**src/rtl/csr_pkg.sv**
```systemverilog
// Shared CSR definitions: Zicsr op encoding, machine-mode CSR addresses,
// access-unit FSM states and the latched request payload.
package csr_pkg;

    localparam int unsigned CSR_AW = 12;
    localparam int unsigned CSR_DW = 32;

    typedef enum logic [1:0] {
        CSR_OP_ILL = 2'b00,
        CSR_OP_RW  = 2'b01,
        CSR_OP_RS  = 2'b10,
        CSR_OP_RC  = 2'b11
    } csr_op_e;

    typedef enum logic [2:0] {
        ST_IDLE = 3'd0,
        ST_RD   = 3'd1,
        ST_CAP  = 3'd2,
        ST_WR   = 3'd3,
        ST_RSP  = 3'd4
    } csr_state_e;

    localparam logic [CSR_AW-1:0] CSR_MSTATUS       = 12'h300;
    localparam logic [CSR_AW-1:0] CSR_MISA          = 12'h301;
    localparam logic [CSR_AW-1:0] CSR_MIE           = 12'h304;
    localparam logic [CSR_AW-1:0] CSR_MTVEC         = 12'h305;
    localparam logic [CSR_AW-1:0] CSR_MCOUNTEREN    = 12'h306;
    localparam logic [CSR_AW-1:0] CSR_MSTATUSH      = 12'h310;
    localparam logic [CSR_AW-1:0] CSR_MCOUNTINHIBIT = 12'h320;
    localparam logic [CSR_AW-1:0] CSR_MSCRATCH      = 12'h340;
    localparam logic [CSR_AW-1:0] CSR_MEPC          = 12'h341;
    localparam logic [CSR_AW-1:0] CSR_MCAUSE        = 12'h342;
    localparam logic [CSR_AW-1:0] CSR_MTVAL         = 12'h343;
    localparam logic [CSR_AW-1:0] CSR_MIP           = 12'h344;
    localparam logic [CSR_AW-1:0] CSR_MCYCLE        = 12'hB00;
    localparam logic [CSR_AW-1:0] CSR_MINSTRET      = 12'hB02;
    localparam logic [CSR_AW-1:0] CSR_MCYCLEH       = 12'hB80;
    localparam logic [CSR_AW-1:0] CSR_MINSTRETH     = 12'hB82;
    localparam logic [CSR_AW-1:0] CSR_MVENDORID     = 12'hF11;
    localparam logic [CSR_AW-1:0] CSR_MARCHID       = 12'hF12;
    localparam logic [CSR_AW-1:0] CSR_MIMPID        = 12'hF13;
    localparam logic [CSR_AW-1:0] CSR_MHARTID       = 12'hF14;

    // Request fields kept for the lifetime of one access.
    typedef struct packed {
        csr_op_e                 op;
        logic [CSR_AW-1:0]       addr;
        logic [CSR_DW-1:0]       operand;
        logic                    do_write;
    } csr_req_t;

endpackage

```
**src/rtl/csr_addr_decode.sv**
```systemverilog
// Combinational CSR address decode.
//   addr_i        : CSR address
//   implemented_c : address maps to an implemented CSR
//   read_only_c   : address lies in the read-only space (addr[11:10] == 2'b11)
module csr_addr_decode
    import csr_pkg::*;
(
    input  logic [CSR_AW-1:0] addr_i,
    output logic              implemented_c,
    output logic              read_only_c
);

    always_comb begin
        implemented_c = 1'b0;
        case (addr_i)
            CSR_MSTATUS, CSR_MISA, CSR_MIE, CSR_MTVEC, CSR_MCOUNTEREN,
            CSR_MSTATUSH, CSR_MCOUNTINHIBIT,
            CSR_MSCRATCH, CSR_MEPC, CSR_MCAUSE, CSR_MTVAL, CSR_MIP,
            CSR_MCYCLE, CSR_MCYCLEH, CSR_MINSTRET, CSR_MINSTRETH,
            CSR_MVENDORID, CSR_MARCHID, CSR_MIMPID, CSR_MHARTID:
                implemented_c = 1'b1;
            default:
                implemented_c = 1'b0;
        endcase
        read_only_c = (addr_i[11:10] == 2'b11);
    end

endmodule

```
**src/rtl/csr_access_unit.sv**
```systemverilog
// Zicsr access sequencer between execute and the CSR register file.
// Takes one request at a time, reads the old value, computes the RW/RS/RC
// result, writes it back and returns the old value (or an illegal flag).
//   clk_i, rst_i        : clock, synchronous active-high reset
//   flush_i             : abort in-flight request / block acceptance
//   req_*               : request handshake and fields from execute
//   rsp_*               : response handshake back to execute
//   csr_re_o/raddr/rdata: register-file read port (data one cycle after re)
//   csr_we_o/waddr/wdata: register-file write port
module csr_access_unit
    import csr_pkg::*;
(
    input  logic              clk_i,
    input  logic              rst_i,
    input  logic              flush_i,
    input  logic              req_valid_i,
    output logic              req_ready_o,
    input  logic [1:0]        req_op_i,
    input  logic [CSR_AW-1:0] req_addr_i,
    input  logic [CSR_DW-1:0] req_operand_i,
    input  logic              req_rd_nz_i,
    input  logic              req_src_nz_i,
    output logic              rsp_valid_o,
    input  logic              rsp_ready_i,
    output logic [CSR_DW-1:0] rsp_rdata_o,
    output logic              rsp_illegal_o,
    output logic              csr_re_o,
    output logic [CSR_AW-1:0] csr_raddr_o,
    input  logic [CSR_DW-1:0] csr_rdata_i,
    output logic              csr_we_o,
    output logic [CSR_AW-1:0] csr_waddr_o,
    output logic [CSR_DW-1:0] csr_wdata_o
);

    csr_state_e        state_q, state_d;
    csr_req_t          req_q, req_d;
    logic [CSR_DW-1:0] rdata_q, rdata_d;
    logic [CSR_DW-1:0] wdata_q, wdata_d;
    logic              illegal_q, illegal_d;
    logic              ready_q, ready_d;
    logic              re_q, re_d;
    logic              we_q, we_d;
    logic              rsp_valid_q, rsp_valid_d;

    logic              implemented_c;
    logic              read_only_c;
    csr_op_e           new_op;
    logic              new_do_read;
    logic              new_do_write;
    logic              new_illegal;

    csr_addr_decode u_addr_decode (
        .addr_i        (req_addr_i),
        .implemented_c (implemented_c),
        .read_only_c   (read_only_c)
    );

    // Flush in IDLE blocks acceptance in the same cycle.
    assign req_ready_o   = ready_q && !flush_i;
    assign rsp_valid_o   = rsp_valid_q;
    assign rsp_rdata_o   = rdata_q;
    assign rsp_illegal_o = illegal_q;
    assign csr_re_o      = re_q;
    assign csr_raddr_o   = req_q.addr;
    assign csr_we_o      = we_q;
    assign csr_waddr_o   = req_q.addr;
    assign csr_wdata_o   = wdata_q;

    // Next-state, datapath and registered-output decode.
    always_comb begin
        state_d   = state_q;
        req_d     = req_q;
        rdata_d   = rdata_q;
        wdata_d   = wdata_q;
        illegal_d = illegal_q;

        new_op       = csr_op_e'(req_op_i);
        // CSRRW with rd=x0 skips the read; RS/RC with a zero source skip the write.
        new_do_read  = !((new_op == CSR_OP_RW) && !req_rd_nz_i);
        new_do_write = (new_op == CSR_OP_RW) || req_src_nz_i;
        new_illegal  = (new_op == CSR_OP_ILL) || !implemented_c ||
                       (new_do_write && read_only_c);

        case (state_q)
            ST_IDLE: begin
                if (req_valid_i && req_ready_o) begin
                    req_d.op       = new_op;
                    req_d.addr     = req_addr_i;
                    req_d.operand  = req_operand_i;
                    req_d.do_write = new_do_write;
                    rdata_d        = '0;
                    // Write-only RW never passes CAP, so preload its write data.
                    wdata_d        = req_operand_i;
                    illegal_d      = new_illegal;
                    if (new_illegal)      state_d = ST_RSP;
                    else if (new_do_read) state_d = ST_RD;
                    else                  state_d = ST_WR;
                end
            end
            ST_RD: begin
                state_d = flush_i ? ST_IDLE : ST_CAP;
            end
            ST_CAP: begin
                if (flush_i) begin
                    state_d = ST_IDLE;
                end else begin
                    rdata_d = csr_rdata_i;
                    case (req_q.op)
                        CSR_OP_RS: wdata_d = csr_rdata_i | req_q.operand;
                        CSR_OP_RC: wdata_d = csr_rdata_i & ~req_q.operand;
                        default:   wdata_d = req_q.operand;
                    endcase
                    state_d = req_q.do_write ? ST_WR : ST_RSP;
                end
            end
            ST_WR: begin
                // The write pulse is already on the port this cycle; flush only drops the response.
                state_d = flush_i ? ST_IDLE : ST_RSP;
            end
            ST_RSP: begin
                if (flush_i || rsp_ready_i) state_d = ST_IDLE;
            end
            default: begin
                state_d = ST_IDLE;
            end
        endcase

        ready_d     = (state_d == ST_IDLE);
        re_d        = (state_d == ST_RD);
        we_d        = (state_d == ST_WR);
        rsp_valid_d = (state_d == ST_RSP);
    end

    // State and output registers.
    always_ff @(posedge clk_i) begin
        if (rst_i) begin
            state_q     <= ST_IDLE;
            req_q       <= '0;
            rdata_q     <= '0;
            wdata_q     <= '0;
            illegal_q   <= 1'b0;
            ready_q     <= 1'b1;
            re_q        <= 1'b0;
            we_q        <= 1'b0;
            rsp_valid_q <= 1'b0;
        end else begin
            state_q     <= state_d;
            req_q       <= req_d;
            rdata_q     <= rdata_d;
            wdata_q     <= wdata_d;
            illegal_q   <= illegal_d;
            ready_q     <= ready_d;
            re_q        <= re_d;
            we_q        <= we_d;
            rsp_valid_q <= rsp_valid_d;
        end
    end

endmodule
```
**config.mk**
```make
export PLATFORM = sky130hd
export DESIGN_NAME = csr_access_unit
export DESIGN_NICKNAME = d
export VERILOG_FILES = /design/src/rtl/csr_pkg.sv /design/src/rtl/csr_addr_decode.sv /design/src/rtl/csr_access_unit.sv
export SDC_FILE = /design/constraint.sdc
export NUM_CORES = 1
export LEC_CHECK = 0
export CORE_MARGIN = 2
export CORE_UTILIZATION = 25
export CTS_BUF_LIST = sky130_fd_sc_hd__clkbuf_16
export DETAILED_ROUTE_END_ITERATION = 12
export GPL_TIMING_DRIVEN = 0
export HOLD_SLACK_MARGIN = 0.12
export RECOVER_POWER = 100
export SLEW_MARGIN = 40
export SYNTH_ARGS = -nofsm -noshare
export SYNTH_HDL_FRONTEND = slang
export SYNTH_SLANG_ARGS = --single-unit
```
**constraint.sdc**
```tcl
create_clock -name clk_i -period 1.4 [get_ports clk_i]
set_clock_uncertainty 0.05 [all_clocks]
set_input_delay 0.35 -clock clk_i [delete_from_list [all_inputs] [get_ports clk_i]]
set_output_delay 0.35 -clock clk_i [all_outputs]
set_load 0.01 [all_outputs]
```
* Word level (Yosys, flattened, before mapping) *
Cells that the tools add are included.

operators by class
  add/sub/neg operators = 0
  multiply operators = 0
  divide/modulo/power cells = 0
  $lt $le $gt $ge = 0
  eq/ne operators = 33
  shifts and indexed selects = 0
  mux-type cells = 17
  bitwise logic cells = 3
  reductions and logical operators = 18

operators with widths
  operator              count
  $pmux 32 s2           3
  $eq 12x10->1 const B  12
  $mux 32               4
  $eq 12x12->1 const B  8
  $and 32x32->32        1
  $not 32->32           1
  $or 32x32->32         1
  $reduce_or 20->1      1
  $mux 3                6
  $pmux 3 s5            1
  $eq 3x2->1 const B    3
  $eq 2x2->1 const B    3
  $eq 3x1->1 const B    2
  $eq 3x3->1 const B    2
  $logic_not 3->1       2
  $logic_and 1x1->1     4
  $logic_or 1x1->1      4
  $mux 2                2
  $ne 2x2->1 const B    2
  $logic_not 1->1       3
  $reduce_and 3->1      1
  $eq 2x1->1 const B    1
  $logic_not 2->1       1
  $reduce_and 2->1      1
  other kinds (2)       2

storage, ports and cells
  register bits = 119
  bits in latches = 0
  RAM bits = 0
  bits in read-only memories = 0
  input port bits = 85
  output and inout port bits = 93
  logic and storage cells = 83
  memories kept = 0

* Longest topological paths before layout *
Gate-level depths: netlist (run 1).

  word-level depth = 10
  depth in mapped cells = 8
  mapped depth without buffers = 5

* Modules after synthesis *
A second synthesis (run 1) with hierarchy kept.

second synthesis, totals
  cells, all modules = 681
  area, all modules = 5297.6 µm²

modules (own cells, without submodules)
  module           instances  cells an instance  area each (µm²)  seq. area each (µm²)
  csr_access_unit  1          660                5167.5           2382.3
  csr_addr_decode  1          21                 130.1            0.0

* Least setup slack after synthesis (run 1) *
No wires, ideal clock.

  path type = reg-to-reg
  start = reg state_q[0]
  end = reg wdata_q[26] (netlist: csr_wdata_o[26])
  library setup time = 134 ps
  arrival time = 1385 ps
  required time = 1216 ps
  path slack = -170 ps
  stages on the path, launching flop included = 8
  path buffers = 2
  clock period less this slack = 1570 ps
  path through = dfxtp_1 > nor4_4 > and3_1 > buf_4 > nor2_4 > buf_6 > a211oi_1 > nor3_1

on the way
  cells in the longest elaborated chain, start to end = 3
  elaborated cells on any way between the ends = 7
  those cells by class = eq/ne: 3; mux: 1; reduce/logical: 3

RTL lines
  item                                                                     RTL line                text
  start: declaration                                                       csr_access_unit.sv:35   csr_state_e state_q, state_d;
  start signal: assignment                                                 csr_access_unit.sv:147  state_q <= state_d;
  $eq 3x2->1 / $logic_not 3->1 (equally long branches)                     csr_access_unit.sv:84   case (state_q)
  $ne 2x2->1 (no source line) / $reduce_bool 2->1 (equally long branches)  -
  $reduce_and 3->1 (no source line)                                        -
  end signal: assignment                                                   csr_access_unit.sv:150  wdata_q <= wdata_d;
  end: declaration                                                         csr_access_unit.sv:38   logic [CSR_DW-1:0] wdata_q, wdata_d;

Parallel ways exist; a longest one is shown, timed or not.
A chain may end at the register's enable or synchronous reset.

* Final worst setup path (run 1) *
  start = reg state_q[2]
  end = reg wdata_q[29] (netlist: csr_wdata_o[29])

Same word-level chain as after synthesis.

==> impl_metrics.csv, run 1 <==
group,metric,value,unit
run_status,status,"complete, but fails checks",
run_status,violations,"setup timing",
route,vias,5760,
finish,nets,1020,
logic_synthesis,ys_top_cells_by_count,"nand2_1, a21oi_1, dfxtp_1",
global_route,grt_pass1_vias,5626,
setup_path,critPathKind,"flop to flop",
finish,diodes,0,
pwr,p_total,9.36,mW
clock_network,path_clk_slew,0.05,ns
route,wl_met2,10900,µm
route,wire_per_inst,17.9,µm
pwr,p_int,6.92,mW
sta,timing_worst_slew_pin_value,0.833,ns
floorplanning,dieHeight,150,µm
clock_network,cts_tree,"yes",
sta,layout_setup_ws,-0.340,ns
finish,area_delta_synth_final,81.3,%
clock_network,cts_root_buffer,"clkbuf_16",
global_route,grt_pass1_wl,32300,µm
route,wl_met1,9450,µm
pwr,p_leak,3.45,nW
sta,fin_crit,1.74,ns
route,drt_iter0_drc,223,
route,wirelength,21900,µm
setup_path,start_kind,"flop",
logic_synthesis,syn_area_per_cell,7.78,µm²
sta,fmax,0.575,GHz
setup_path,path_cells,"nor4_4 -> and3_1 -> buf_6 -> nor2_4 -> buf_8 -> a211oi_2 -> nor3_1",
pwr,vdd_drop_max,0.863,mV
clock_network,cts_made_buffers,17,
clock_network,clkLatencyLatePin,0.43,ns
pwr,p_switching,2.44,mW
route,antenna_left,0,
pwr,clockPowerShare,0.440,
pwr,sw_frac_of_total,0.261,
logic_synthesis,synth_edf_count,0,
logic_synthesis,synthFlopType,"dfxtp_1",
sta,hold_viol,0,
logic_synthesis,synth_top_area_share,0.449,
global_route,antenna_found_initial,0,
global_route,grtUsageTotal,0.192,
sta,whs,0.252,ns
logic_synthesis,synthArstFlopShare,0,
clock_network,cts.sinks,119,
route,wl_met3,1330,µm
logic_synthesis,netlist_instances,682,
sta,timing.final.crit_share,1.24,
pwr,comb_power_share,0.173,
floorplanning,pin_count,178,
global_route,grt_max_degree,17,
finish,fill_cells,2127,
pwr,power.density,973,mW/mm²
route,drc_errors,0,
setup_path,crit_path_end_kind,"flop",
logic_synthesis,synth.most_common_cell,"nand2_1",
worst_hold_path,hp-class,"primary input to flop",
setup_path,cp_top_family,"simple AND/OR/NAND/NOR gates",
logic_synthesis,ys_seq_elements,119,
floorplanning,die_area,0.0224,mm²
logic_synthesis,yosysWarnings,0,
setup_path,cp_data_required_time,1.62,ns
place,gp_congestion,0.782,
floorplanning,start_util,0.253,
route,via_per_inst,4.72,
logic_synthesis,yosys-top-cells-area,"dfxtp_1, nand2_1, a21oi_1, o211ai_1, buf_4",
logic_synthesis,netlist_area,0.00531,mm²
route,routed.top_layer,"met4",
setup_path,path_buf_inv,2,
clock_network,cts_max_path_buffers,2,
setup_path,worst-endpoint-arrival,1.96,ns
global_route,overflow,0,
finish,layout-drive-gt1-share,0.463,
sta,grt_setup_unrepaired,"true",
run,cap_violations,0,
sta,fin_tns_setup,-28.45,ns
finish,postLayoutCellArea,0.00963,mm²
place,pre_cts_slack,-1.10,ns
route,first_pass_iters,5,
place,port_buffers,176,
sta,finalSetupViolations,120,
setup_path,slowest_delay,0.37,ns
sta,drv_slew,0,
floorplanning,core_area,0.0210,mm²
clock_network,htree_levels,4,
pwr,power_frac_seq,0.387,
logic_synthesis,syn_nets,767,
logic_synthesis,synth_top_cell_by_area,"dfxtp_1",
sta,slew_headroom,0.445,
logic_synthesis,ys_seq_area_frac,0.449,
setup_path,crit_fanout,8,
floorplanning,fp.dieW,150,µm
floorplanning,rows,53,
setup_path,worst_path_max_delay_cell,"dfxtp_4",
place,hpwl,14100,µm
logic_synthesis,synth_cell_types,40,
clock_network,postCtsHoldBufs,0,
place,dpl_cell_area,0.00750,mm²
[worst min-delay path, delay by kind of cell]
family	cells	cell delay (ns)
buffers and inverters	1	0.21
and+or+nand+nor	1	0.08
AOI/OAI and AO/OA	1	0.05
[timing repair]
| item | 4_1_cts | 5_1_grt |
|---|---|---|
| pin swaps | 72 | 74 |
| buffers inserted | 41 | 16 |
| gates cloned | 14 | 2 |
| resized for setup | 588 | 219 |
| endpoints found under the hold margin | 0 | 0 |
| setup endpoints to repair | 212 | 183 |
[layout make-up]
class	count	area, µm²	area share
multi-input combinational	482	3330	0.346
sequential	119	2440	0.254
timing repair buffer	245	2290	0.237
buffer	67	669	0.0695
clock buffer	17	425	0.0442
tap	275	344	0.0357
clock inverter	13	118	0.0122
inverter	3	11.3	0.00117
[per-stage QoR]
step | util | std cells
detailed placement | 0.358 | 1133
global route | 0.459 | 1221
CTS | 0.444 | 1214
global placement | 0.358 | 1133
finish | 0.459 | 1221
floorplan | - | 682
[per-layer routing]
layer / track usage / vias to the layer above
met3: 0.0534 / 17
met1: 0.240 / 2736
li1: - / 2848
met5: 0 / -
met2: 0.324 / 159
met4: 0.0566 / 0
[state kept, by name (all words and copies together), names as in the netlist]
register,cells
req_q,35
csr_raddr_o,12
ready_q,1
rsp_rdata_o,32
rsp_valid_o,1
state_q,3
rsp_illegal_o,1
csr_wdata_o,32
csr_re_o,1
csr_we_o,1
[layout by cell type (no fill, tap or decap), types with 6 or more instances in the layout]
cell / Yosys / layout
buf_2: 18 / 7
nand2_1: 202 / 127
a211oi_2: 3 / 8
clkbuf_1: 27 / 59
dfxtp_2: 0 / 43
clkinv_2: 0 / 7
nand2_2: 0 / 54
a21oi_2: 0 / 65
buf_12: 0 / 8
nor2_1: 11 / 9
nand2_4: 0 / 21
a211oi_1: 13 / 6
buf_8: 2 / 15
buf_4: 27 / 29
clkdlybuf4s50_1: 0 / 67
o211ai_1: 51 / 51
clkbuf_2: 0 / 21
buf_16: 0 / 7
a21oi_1: 120 / 55
dlygate4sd2_1: 0 / 13
clkbuf_16: 0 / 21
dfxtp_1: 119 / 74
nor3_1: 7 / 7
nand3_1: 32 / 10
nand3_4: 1 / 9
buf_6: 2 / 73
nand3_2: 0 / 14
[power groups by stage]
stage / logic [mW] / clock network, mW / registers, mW
after floorplan: 0.465 / 0 / 3.67
after global placement: 1.12 / 0 / 3.66
after detailed placement: 1.12 / 0 / 3.67
after CTS: 1.52 / 4.18 / 3.61
after global routing: 1.72 / 4.37 / 3.64
final: 1.62 / 4.12 / 3.63
[path summary, 6_finish.rpt]
check	slack, ns	end	startpoint	cells after the start
hold reg to reg	0.40	csr_wdata_o[21]	csr_wdata_o[21]	2
setup reg to reg	-0.34	csr_wdata_o[29]	state_q[2]	7
hold / removal	0.25	csr_raddr_o[3]	req_addr_i[3]	3
setup / recovery	-0.34	csr_wdata_o[29]	state_q[2]	7
[cells by family (layout without fill, tap and decap cells)]
| family | count (synthesis) | in the layout | synth area share |
|---|---|---|---|
| and+or+nand+nor | 284 | 284 | 0.238 |
| AOI/OAI and AO/OA | 197 | 197 | 0.224 |
| DFF | 119 | 119 | 0.449 |
| buffers and inverters | 81 | 345 | 0.0877 |
| adders and majority gates | 1 | 1 | 0.00189 |
Note: power is estimated with default switching activity, not from simulation.
==> run 2: changes to the inputs <==
--- a/config.mk
+++ b/config.mk
@@ -5,6 +5,7 @@
 export SDC_FILE = /design/constraint.sdc
 export NUM_CORES = 1
 export LEC_CHECK = 0
+export CAP_MARGIN = 20
 export CORE_MARGIN = 2
 export CORE_UTILIZATION = 25
 export CTS_BUF_LIST = sky130_fd_sc_hd__clkbuf_16
==> results of run 2 <==
Final layout, timing and power as in run 1 (identical DEF).
==> run 3: changes to the inputs <==
--- a/config.mk
+++ b/config.mk
@@ -10,6 +10,7 @@
 export CORE_UTILIZATION = 25
 export CTS_BUF_LIST = sky130_fd_sc_hd__clkbuf_16
 export DETAILED_ROUTE_END_ITERATION = 12
+export DONT_BUFFER_PORTS = 1
 export GPL_TIMING_DRIVEN = 0
 export HOLD_SLACK_MARGIN = 0.12
 export RECOVER_POWER = 100
==> impl_metrics.csv, run 3 (synthesis gave the netlist of run 1 again) <==
group,metric,value,unit
run_status,status,"complete, but fails checks",
run_status,violations,"setup timing",
clock_network,path_clk_slew,0.06,ns
clock_network,clkLatencyLatePin,0.42,ns
global_route,grt_pass1_vias,5326,
finish,final_cell_mix,"nand2_1, dfxtp_1, dlygate4sd3_1",
clock_network,cts_max_path_buffers,2,
place,gp_congestion,0.773,
setup_path,cp_data_required_time,1.70,ns
place,place_inst,957,
sta,grt_setup_unrepaired,"true",
place,hpwl,13800,µm
finish,fill_cells,2132,
finish,area_delta_synth_final,63.2,%
global_route,grt_pass1_wl,30600,µm
clock_network,htree_levels,4,
pwr,p_leak,2.95,nW
pwr,p_total,9.43,mW
clock_network,cts_root_buffer,"clkbuf_16",
route,wirelength,22300,µm
setup_path,critPathKind,"flop to flop",
global_route,antenna_found_initial,1,
clock_network,cts_made_buffers,17,
setup_path,path_buf_inv,2,
clock_network,cts_tree,"yes",
setup_path,path_cells,"nor4_4 -> buf_4 -> nand3_4 -> nand2_8 -> buf_12 -> o211ai_1 -> a21oi_2",
route,drc_errors,0,
pwr,power.density,1090,mW/mm²
sta,fin_crit,1.73,ns
setup_path,cp_top_family,"simple AND/OR/NAND/NOR gates",
sta,timing_worst_slew_pin_value,0.851,ns
sta,slew_headroom,0.432,
sta,finalSetupViolations,120,
global_route,grt_max_degree,17,
setup_path,crit_path_end_kind,"flop",
clock_network,cts.sinks,119,
sta,layout_setup_ws,-0.327,ns
sta,fmax,0.579,GHz
sta,hold_viol,0,
floorplanning,core_area,0.0210,mm²
floorplanning,fp.dieW,150,µm
finish,postLayoutCoreUtil,0.414,
place,port_buffers,0,
sta,timing.final.crit_share,1.23,
global_route,overflow,0,
finish,largest_register_ffs,35,
finish,nets,910,
setup_path,slowest_delay,0.37,ns
floorplanning,die_area,0.0224,mm²
global_route,grtUsageTotal,0.181,
setup_path,worst-endpoint-arrival,2.02,ns
finish,mostFrequentLayoutCell,"nand2_1",
route,wire_per_inst,20.0,µm
route,antenna_left,0,
pwr,vdd_drop_max,0.738,mV
floorplanning,pin_count,178,
finish,largest-register,"req_q",
sta,drv_slew,0,
finish,stdcell_count,1114,
route,vias,5516,
setup_path,start_kind,"flop",
worst_hold_path,hp-class,"primary input to flop",
route,first_pass_iters,5,
sta,fin_tns_setup,-28.98,ns
run,cap_violations,0,
route,via_per_inst,4.95,
setup_path,r2r_slack,-0.33,ns
floorplanning,dieHeight,150,µm
setup_path,crit_fanout,10,
route,drt_iter0_drc,202,
floorplanning,start_util,0.253,
floorplanning,rows,53,
finish,layout-drive-gt1-share,0.335,
setup_path,worst_path_max_delay_cell,"dfxtp_4",
-- run 3: cell types whose count changed in the layout (fill, tap and decap cells not counted), moves of 13 or more --
cell             before  now
a21oi_1              55   72
a21oi_2              65   48
buf_6                73   12
clkbuf_1             59   28
clkbuf_2             21    7
clkdlybuf4s50_1      67    0
dfxtp_1              74  106
dfxtp_2              43   10
dlygate4sd2_1        13    0
dlygate4sd3_1         0   85
nand2_1             127  164
nand2_2              54   16
-- run 3: worst paths after layout --
path / endpoint / depth (start not counted) / from
setup reg to reg: csr_wdata_o[21] / 7 / state_q[1]
hold / removal: csr_wdata_o[1] / 2 / req_operand_i[1]
setup / recovery: csr_wdata_o[21] / 7 / state_q[1]
hold reg to reg: csr_raddr_o[9] / 2 / csr_raddr_o[9]
-- run 3: power breakdown --
group	total (mW)	switching, mW	internal (mW)
clock	4.56	1.76	2.80
sequential	3.64	0.135	3.51
combinational	1.23	0.604	0.627
total	9.43	2.49	6.94
-- run 3: through the flow --
stage	setup WS, ns	hold slack (ns)	cell area (µm²)
after floorplan	-0.155	0.395	5390
after global placement	-0.611	0.406	5730
after detailed placement	-0.613	0.410	5730
after CTS	-0.326	0.120	7660
after global routing	-0.417	0.124	8670
final	-0.327	0.124	8670
-- run 3: final cells by class --
class	instances	area, µm²	share of cell area
Buffer	73	629	0.0726
Clock buffer	17	425	0.0491
Clock inverter	15	178	0.0205
Antenna cell	1	2.50	0.000289
Sequential cell	119	2410	0.278
Multi-Input combinational cell	483	3200	0.369
Timing Repair Buffer	128	1470	0.170
Inverter	3	11.3	0.00130
Tap cell	275	344	0.0397
-- run 3: metal layers --
metal / global-route usage / wire length, µm
met4: 0.0566 / 432
met2: 0.306 / 11100
met5: 0 / 0
met3: 0.0631 / 1580
met1: 0.217 / 9170
-- run 3: timing repair --
| item | 4_1_cts | 5_1_grt |
|---|---|---|
| pin swaps | 16 | 89 |
| cloned | 6 | 10 |
| setup buffers | 15 | 13 |
| setup endpoints to repair | 120 | 120 |
| hold endpoints to repair | 91 | 6 |
| gates resized for setup | 93 | 170 |
| hold buffers | 79 | 6 |
==> RTL change (settings of run 1) <==
Set the package constant `CSR_DW` to 48 (it was 32).
--- a/src/rtl/csr_pkg.sv
+++ b/src/rtl/csr_pkg.sv
@@ -5,3 +5,3 @@
     localparam int unsigned CSR_AW = 12;
-    localparam int unsigned CSR_DW = 32;
+    localparam int unsigned CSR_DW = 48;
 
Interface: changed (resized csr_rdata_i, csr_wdata_o, req_operand_i and rsp_rdata_o); port bits go from 178 to 242. The function was not compared with the original's and may differ.
==> RTL change against run 1 <==
  * The run still ends with setup timing left
  * Design area increased by 28%
  * Area after synthesis increased by 38%
  * Power increased by 23%
  * Non-clock buffer count increased by 79
  * Worst setup slack improved by 0.13 ns
  * Global-route usage decreased by 0.15 points
  * Critical path type unchanged
  * Die area increased by 37%
  * Wire length increased by 39%
  * Synthesized cell count increased by 40%
  * Sequential cell count increased by 48
  * Maximum frequency increased by 8.1%
==> RTL change: results (changes against run 1) <==
- Final WS setup: -0.2091 ns (+0.1310 ns)
- Top layer in use: met5
- Compound-cell area share of the yosys netlist: 0.2258 (+0.001892)
- Share of layout cells above drive strength 1: 0.3584 (-0.1046)
- Sw Ratio: 0.2851 (+0.02435)
- Leakage: 0.004436 µW (+28%)
- Met3 routed WL: 2.075 mm (+56%)
- Sequential area share after synthesis: 0.4564 (+0.007623)
- GRT met3 Usage: 0.05657 (+0.003217)
- Maximum VDD drop: 0.0006233 V (-28%)
- Syn Nets: 1073 (+40%)
- Placed Instances: 1580 (+39%)
- Post-Synth XOR/XNOR Area: 0.001196 (+0.001196)
- Worst Reg-to-Reg Cells: 8 (+1)
- Via-to-Cell Ratio: 4.860 (+3.0%)
- RePlAce Congestion: 0.8286 (+5.9%)
- Resized cells post-CTS: 793 (+35%)
- Antenna violations before repair: 2 (+2)
- Mapped Cells: 956 (+40%)
- WL final: 30.47 mm (+39%)
- Crit-path max FO: 6 (-2)
- CP delay by family, top: buffers and inverters
- Final setup violation count: 156 (+30%)
- Vias in the first global route: 7842 (+39%)
- M2 GR Usage: 0.3127 (-0.01096)
- Global-route wire length before repair: 45.25 mm (+40%)
- Data arrival time of the critical path: 1.91 ns (-0.05 ns)
- Commonest cells post-synth: nand2_1, dfxtp_1, a21oi_1, o211ai_1, nand3_1
- Met2 Routed Length: 14.37 mm (+32%)
- Number of post-CTS setup repair buffers: 27 (-34%)
- Iter 0 DRT Violations: 431 (+93%)
- IO Port Bufs: 240 (+36%)
- DP Worst Slack: -1.038 ns (+0.06059 ns)
- Status: finished with violations
- R2R Path End: csr_raddr_o[10]
- Metal1 wirelength: 13.72 mm (+45%)
- CTS clk-pin slew, worst paths: 0.07 ns (+0.02 ns)
- Failing checks: setup timing
- Met1 Use GR: 0.2502 (+0.01030)
- Area after DPL: 0.01022 mm² (+36%)
- Area contributors post-synth: dfxtp_1, nand2_1, a21oi_1, o211ai_1, buf_4
- GRT Overall Usage: 0.1908 (-0.001470)
- Fin nets: 1379 (+35%)
- Worst Setup SP: state_q[2]
- Hpwl dp: 20.86 mm (+48%)
- Relative slew slack: 0.4711 (+0.02633)
- Synth cell types: 42 (+5.0%)
==> RTL change: cell types whose count changed after synthesis, moves of 4 or more <==
| cell | delta |
|---|---|
| clkbuf_1 | +8 |
| buf_4 | +11 |
| buf_2 | +6 |
| a21oi_1 | +44 |
| nand2_1 | +100 |
| nand3_1 | +19 |
| nor2_1 | +6 |
| dfxtp_1 | +48 |
| buf_6 | +4 |
| o211ai_1 | +32 |
==> RTL change: tightest hold or removal path: stages <==
cell and delay [ns]:
dlymetal6s2s_1 0.16, nand2_2 0.07, a21oi_2 0.04
==> RTL change: worst min-delay path by stage <==
| stage | from | to | slack, ns | depth (start not counted) |
|---|---|---|---|---|
| 5_1_grt | req_addr_i[8] | csr_raddr_o[8] | 0.18 | 3 |
| 2_1_floorplan | req_q[61] | req_q[61] | 0.39 | 2 |
| 3_5_place_dp | csr_wdata_o[5] | csr_wdata_o[5] | 0.40 | 2 |
| 4_1_cts | req_addr_i[4] | csr_raddr_o[4] | 0.30 | 3 |
| 3_3_place_gp | csr_wdata_o[16] | csr_wdata_o[16] | 0.39 | 2 |
| 6_report | req_addr_i[9] | csr_raddr_o[9] | 0.19 | 3 |
==> RTL change: per-stage QoR <==
| step | TNS (ns) | power (µW) |
|---|---|---|
| 3_3_place_gp | -160.90 | 6651 |
| 5_1_grt | -31.32 | 11930 |
| 3_5_place_dp | -145.82 | 6665 |
| 6_report | -16.73 | 11510 |
| 4_1_cts | -18.67 | 11460 |
| 2_1_floorplan | 0 | 5766 |
==> RTL change: cell type report <==
type	count	area [µm²]
antenna	1	2.502
buffer	101	1124
clock buffer	17	425.4
clock inverter	15	106.4
fill	2882	16470
inverter	2	7.507
multi-input combinational	683	4131
sequential	167	3432
tap	384	480.5
timing repair buffer	290	2604
